## src/rtl/wb_regfile.sv

```systemverilog
// wb_regfile: MIPS writeback stage, 32x register file with write bypass, halt latch and cycle/retired counters
module wb_regfile #(
  parameter int DATA_W = 32,
  parameter int CNT_W  = 32
) (
  input  logic              clk,
  input  logic              rst_n,
  input  logic              wb_valid,
  input  logic              wb_halt,
  input  logic              wb_we,
  input  logic [4:0]        wb_rw,
  input  logic [DATA_W-1:0] wb_data,
  input  logic [4:0]        ra1,
  input  logic [4:0]        ra2,
  output logic [DATA_W-1:0] rd1,
  output logic [DATA_W-1:0] rd2,
  input  logic [4:0]        dbg_addr,
  output logic [DATA_W-1:0] dbg_data,
  output logic              halted,
  output logic [CNT_W-1:0]  cycle_cnt,
  output logic [CNT_W-1:0]  retired_cnt
);
  typedef enum logic {RUN, HALTED} state_t;
  state_t            state_q, state_d;
  logic [DATA_W-1:0] regs_q [32];
  logic [DATA_W-1:0] regs_d [32];
  logic [CNT_W-1:0]  cycle_q, cycle_d, retired_q, retired_d;
  logic              run, commit;
  assign run    = state_q == RUN;
  // rst_n gates commit so a write presented while reset is held is neither stored nor bypassed
  assign commit = rst_n & run & wb_valid & wb_we & ~wb_halt & (wb_rw != 5'd0);
  assign rd1       = (commit && ra1 == wb_rw) ? wb_data : regs_q[ra1];
  assign rd2       = (commit && ra2 == wb_rw) ? wb_data : regs_q[ra2];
  assign dbg_data  = regs_q[dbg_addr];
  assign halted    = state_q == HALTED;
  assign cycle_cnt   = cycle_q;
  assign retired_cnt = retired_q;
  // next-state: register commit, halt transition, counters advance only while running
  always_comb begin
    regs_d = regs_q;
    if (commit) regs_d[wb_rw] = wb_data;
    state_d   = (run && wb_valid && wb_halt) ? HALTED : state_q;
    cycle_d   = run ? cycle_q + CNT_W'(1) : cycle_q;
    retired_d = (run && wb_valid) ? retired_q + CNT_W'(1) : retired_q;
  end
  // all architectural state; register 0 is never written so it stays 0
  always_ff @(posedge clk or negedge rst_n) begin
    if (!rst_n) begin
      state_q   <= RUN;
      cycle_q   <= '0;
      retired_q <= '0;
      for (int i = 0; i < 32; i++) regs_q[i] <= '0;
    end else begin
      state_q   <= state_d;
      cycle_q   <= cycle_d;
      retired_q <= retired_d;
      regs_q    <= regs_d;
    end
  end
endmodule

```

## config.mk

```make
export PLATFORM = sky130hd
export DESIGN_NAME = wb_regfile
export DESIGN_NICKNAME = d
export VERILOG_FILES = /design/src/rtl/wb_regfile.sv
export SDC_FILE = /design/constraint.sdc
export NUM_CORES = 2
export LEC_CHECK = 0
export CORE_UTILIZATION = 55
export DETAILED_ROUTE_END_ITERATION = 7
export PLACE_DENSITY = 0.73
export SYNTH_ARGS = -nofsm -noshare
export SYNTH_HDL_FRONTEND = slang
export SYNTH_SLANG_ARGS = --single-unit
```

## constraint.sdc

```tcl
create_clock -name clk -period 3.4 [get_ports clk]
set_input_delay 0.68 -clock clk [delete_from_list [all_inputs] [get_ports clk]]
set_output_delay 0.68 -clock clk [all_outputs]
set_load 0.02 [all_outputs]
```

# After elaboration in Yosys (flattened, before gate mapping)
# Index checks and enable logic that the tools add are counted.
dict set report totals {
  inputBits 57
  regBits 1089
  elab_cells 75
}
dict set report classes {
  n_addsub 2
  n_reduce_logical 6
  muxes 14
  bitwise 11
  n_eq_ne 2
  n_lt_le_gt_ge 5
}
# op count
set op_table {}
lappend op_table {{bitwise mux 1024 bit} 1}
lappend op_table {{binary-select mux 32 bit (select 5 bit)} 3}
lappend op_table {{2-to-1 mux 32 bit} 9}
lappend op_table {{demux 32 bit (select 5 bit)} 1}
lappend op_table {{adder 32 x 1 -> 32 bit (second input constant)} 2}
lappend op_table {{greater-or-equal comparator 6 bit (second input constant)} 4}
lappend op_table {{inverter 5 -> 6 bit} 4}
lappend op_table {{== test 5 bit} 2}
lappend op_table {{less-than comparator 6 x 1 -> 1 bit (second input constant)} 1}
lappend op_table {{bitwise AND 1 bit} 5}
lappend op_table {{logical AND 1 bit} 5}
lappend op_table {{nonzero test 5 bit} 1}
lappend op_table {{inverter 1 bit} 2}

# Longest topological paths before layout
dict set report depth {
  word_depth 8
  ltp_mapped 9
}

# Least setup slack after synthesis
# Ideal clock, no wire load.
dict set report synth_timing {
  path_type {input -> output}
  start {input port dbg_addr[0]}
  end {output port dbg_data[10]}
  cell_stages 5
  path_slack_ns 0.059
  t_arrival_ns 2.661
  path_cell_list {clkbuf_1 clkbuf_1 mux4_2 mux4_2 mux2_2}
}
dict set report synth_via {
  elab_chain_len 4
}
# element line_no
set synth_rtl {}
lappend synth_rtl {{from (decl)} 17} ;# input logic [4:0] dbg_addr,
lappend synth_rtl {{inverter 5 -> 6 bit (not written as such)} 34} ;# assign dbg_data = regs_q[dbg_addr];
lappend synth_rtl {{binary-select mux 32 bit (select 5 bit)} 34}
lappend synth_rtl {{2-to-1 mux 32 bit (not written as such) (2 in series)} 34}
lappend synth_rtl {{to (decl)} 18} ;# output logic [DATA_W-1:0] dbg_data,
# Every way passes these cells. The select of a mux whose other input is x is not followed.

# Worst setup path after layout
dict set report layout_timing {
  start {register state_q, in the netlist halted}
  end {output port rd1[28]}
}
dict set report layout_via {
  elab_chain_len 8
}
# element line_no
set layout_rtl {}
lappend layout_rtl {{from (decl)} 24} ;# state_t state_q, state_d;
lappend layout_rtl {{from (signal assigned)} 54} ;# state_q <= state_d;
lappend layout_rtl {{inverter 1 bit} 29} ;# assign run = state_q == RUN;
lappend layout_rtl {{bitwise AND 1 bit (5 in series)} 31} ;# assign commit = rst_n & run & wb_valid & wb_we & ~wb_halt & (wb_rw != 5'd0);
lappend layout_rtl {{logical AND 1 bit} 32} ;# assign rd1 = (commit && ra1 == wb_rw) ? wb_data : regs_q[ra1];
lappend layout_rtl {{2-to-1 mux 32 bit} 32}
lappend layout_rtl {{to (decl)} 15} ;# output logic [DATA_W-1:0] rd1,
# Every way passes these cells.

==> results.sh <==
export IMPL_arrival_ns=3.01
export IMPL_worstPathMaxFanout=8
export IMPL_yosysSeqAreaShare_pct=41.0
export IMPL_area_growth_pct=26.2
export IMPL_vias=52420
export IMPL_status="complete, but fails checks"
export IMPL_globalplace_congestion=0.909
export IMPL_nNetsFinal=5653
export IMPL_syn_num_nets=5123
export IMPL_clockPowerShare_pct=43.7
export IMPL_die_w_um=349
export IMPL_grt_use_total_pct=39.0
export IMPL_drive_gt1_share_pct=45.5
export IMPL_layout_commonest_cell="dfrtp_1"
export IMPL_setup_ws_ns=-0.292
export IMPL_p_comb_share_pct=15.2
export IMPL_required_ns=2.72
export IMPL_synth_area_leader_cell="dfrtp_1"
export IMPL_io_pins=218
export IMPL_timing_hold_worst_class="input pin to asynchronous set/reset pin"
export IMPL_cp_common_cell="buf_6"
export IMPL_r2r_slack_ns=0.93
export IMPL_instances_no_fill=7305
export IMPL_clockBufferDepth=3
export IMPL_clock_sinks=1089
export IMPL_dr_first_iter_drc_count=6940
export IMPL_cts_reportedPaths_clkPinSlew_ns=0.06
export IMPL_crit_start="halted"
export IMPL_routed_wl_um=241000
export IMPL_fin_skew_ns=0.0419
export IMPL_postRouteAntennaNets=0
export IMPL_fmax_mhz=271
export IMPL_cts_buffers=119
export IMPL_post_drt_wl_per_cell_um=33.0
export IMPL_antenna_found_initial=7
export IMPL_avgSynthCellArea_um2=13.1
export IMPL_cp_slowest_stage_delay_ns=0.38
export IMPL_yosys_warnings=0
export IMPL_hold_viol=0
export IMPL_crit_buf_inv=6
export IMPL_r2r_cells=8
export IMPL_cts_tree="yes"
export IMPL_cp_end_kind="output port"
export IMPL_syn_inst=5064
export IMPL_path_depth=12
export IMPL_critPathCapture="rd1[28]"
export IMPL_rsz0062_at_grt="yes"
export IMPL_grt_pass1_vias=52428
export IMPL_drc=0
export IMPL_p_int_mw=23.6
export IMPL_rows=127
export IMPL_synthArstFlopShare_pct=100
export IMPL_final_cell_mix="dfrtp_1 (1,089), mux2i_1 (1,020), mux2_2 (983)"
export IMPL_dpl_hpwl_um=146000
export IMPL_cts_max_level=3
export IMPL_die_area_um2=122000
export IMPL_cp_slowest_cell="dfrtp_1"
export IMPL_r2r_start="halted"
export IMPL_total_power_mw=32.0
export IMPL_drv_slew=0
export IMPL_finalCritPeriodShare_pct=109
export IMPL_grt_overflow=0
export IMPL_synth_top_area_share_pct=41.0
export IMPL_tightestPinTransition_ns=1.04
export IMPL_path_delay_family="buffers and inverters"
export IMPL_io_buffers=217
export IMPL_routed_via_density=7.18
export IMPL_start_util_pct=55.4
export IMPL_switchingPower_mw=8.47
export IMPL_p_leak_nw=40.4
export IMPL_r2r_end="regs_q[17]"
export IMPL_min_period_ns=3.69
export IMPL_slew_limit_headroom_pct=30.9
export IMPL_synth_edf_count=0
export IMPL_fillers=7957
export IMPL_die_h_um=349
export IMPL_worstSetupPathType="flip-flop to output port"
export IMPL_clk_insertion_delay_late_ns=0.76
export IMPL_switching_share_pct=26.4
export IMPL_setup_viol=91
export IMPL_grt_pass1_wl_um=352000
export IMPL_vdd_drop_max_mv=0.447
export IMPL_dp_cells=6951
export IMPL_ys_types=39
export IMPL_cellPowerDensity_nw_per_um2=382
export IMPL_cp_cell_sequence="nand2b_4 > nor3_4 > buf_6 > o21ai_4 > nor4_4 > buf_6 > buf_12 > buf_6 > buf_12 > nor3_1 > a21o_1 > buf_2"
export IMPL_violations="setup timing"
export IMPL_synth_area_um2=66400
export IMPL_timing_max_cap_violations=0
export IMPL_sequentialPowerShare_pct=41.1
export IMPL_grt_max_degree=159
export IMPL_core_area_um2=120000
export IMPL_hold_slack_ns=0.0783
export IMPL_cts_root_buf="clkbuf_16"
export IMPL_firstDrtPassIters=6
export IMPL_fin_util_pct=69.9
export IMPL_synthFlopType="dfrtp_1"
export IMPL_synth_seq_cells=1089
export IMPL_critPathLaunchType="flip-flop"
export IMPL_cts_hold_buf=0
export IMPL_synthTopCellsByArea="dfrtp_1 (41%), mux2_2 (17%), mux2i_1 (15%), mux4_2 (11%), a221oi_1 (3.4%)"
## power by group through the flow
stage                     Sequential [mW]  Combinational (mW)  Clock (mW)
after global placement               13.4                4.19           0
after CTS                            13.2                4.62        14.1
after global routing                 13.2                5.03        14.6
after floorplan                      13.4                2.09           0
after detailed placement             13.4                4.22           0
final                                13.2                4.87        14.0
## final cells by class
class                      instances  area [um2]  area share, %
clock buffer                     156        3260           3.89
inverter                           3        11.3         0.0134
timing repair buffer             980       12000           14.4
sequential                      1089       27300           32.5
tap                             1612        2020           2.41
antenna                            2        5.00        0.00597
clock inverter                    62         901           1.08
multi-input combinational       3401       38300           45.7
## Yosys cell counts (13+ instances only)
master and instances:
a21o_1 64, a221oi_1 256, a22o_1 252, buf_1 79, buf_2 172, clkbuf_1 317
dfrtp_1 1089, mux2_1 13, mux2_2 1013, mux2i_1 1020, mux4_2 320, nand2_1 61
nand3_1 24, nand4_1 17, nor2_1 21, nor2b_1 18, nor3_1 67, o22ai_1 126
xnor2_1 56, xor2_1 16
## how the worst min path moves through the flow
stage                      from            to  slack, ns  cells after the start
floorplan                 rst_n  cycle_cnt[0]       0.38                      0
global placement    regs_q[995]   regs_q[995]       0.40                      0
detailed placement  regs_q[993]   regs_q[993]       0.41                      0
CTS                       rst_n   regs_q[798]       0.04                      2
global route              rst_n   regs_q[926]       0.09                      2
finish                    rst_n   regs_q[670]       0.08                      2
## through the flow
step                      setup TNS, ns  area [um2]  setup slack [ns]
after floorplan                       0       66400            0.0591
after global placement           -80.70       75800             -1.24
after detailed placement         -82.63       75800             -1.21
after CTS                        -14.79       82900            -0.277
after global routing             -16.36       83800            -0.316
final                            -13.57       83800            -0.292
## kinds of logic after synthesis
group	count (synthesis)	share of synthesized area, %
compound gates	706	8.70
xor+xnor	72	0.950
fa+ha+maj	2	0.0377
buf+inv	575	3.60
flops	1089	41.0
mux	2366	43.6
simple gates	254	2.03
## per-layer routing
metal  wire (um)  track usage [%]  part of all wire (%)  vias to the layer above
li1            -                -                     -                    20921
met4       15300             22.5                   6.3                       10
met2      105000             57.0                    44                     3590
met1       91800             52.5                    38                    27026
met5          63                0                 0.026                        -
met3       29100             10.3                    12                      873
## registers in the layout, summed over array words and instances, names as in the netlist
signal       flops
regs_q        1024
halted           1
retired_cnt     32
cycle_cnt       32
## repair_timing
action                                  in CTS  in global routing
cloned                                      28                 11
pin swaps                                   69                 40
gates resized for setup                    776                196
buffers inserted                            92                 29
endpoints found under the setup margin      96                 95
(Power assumes the default switching activity.)
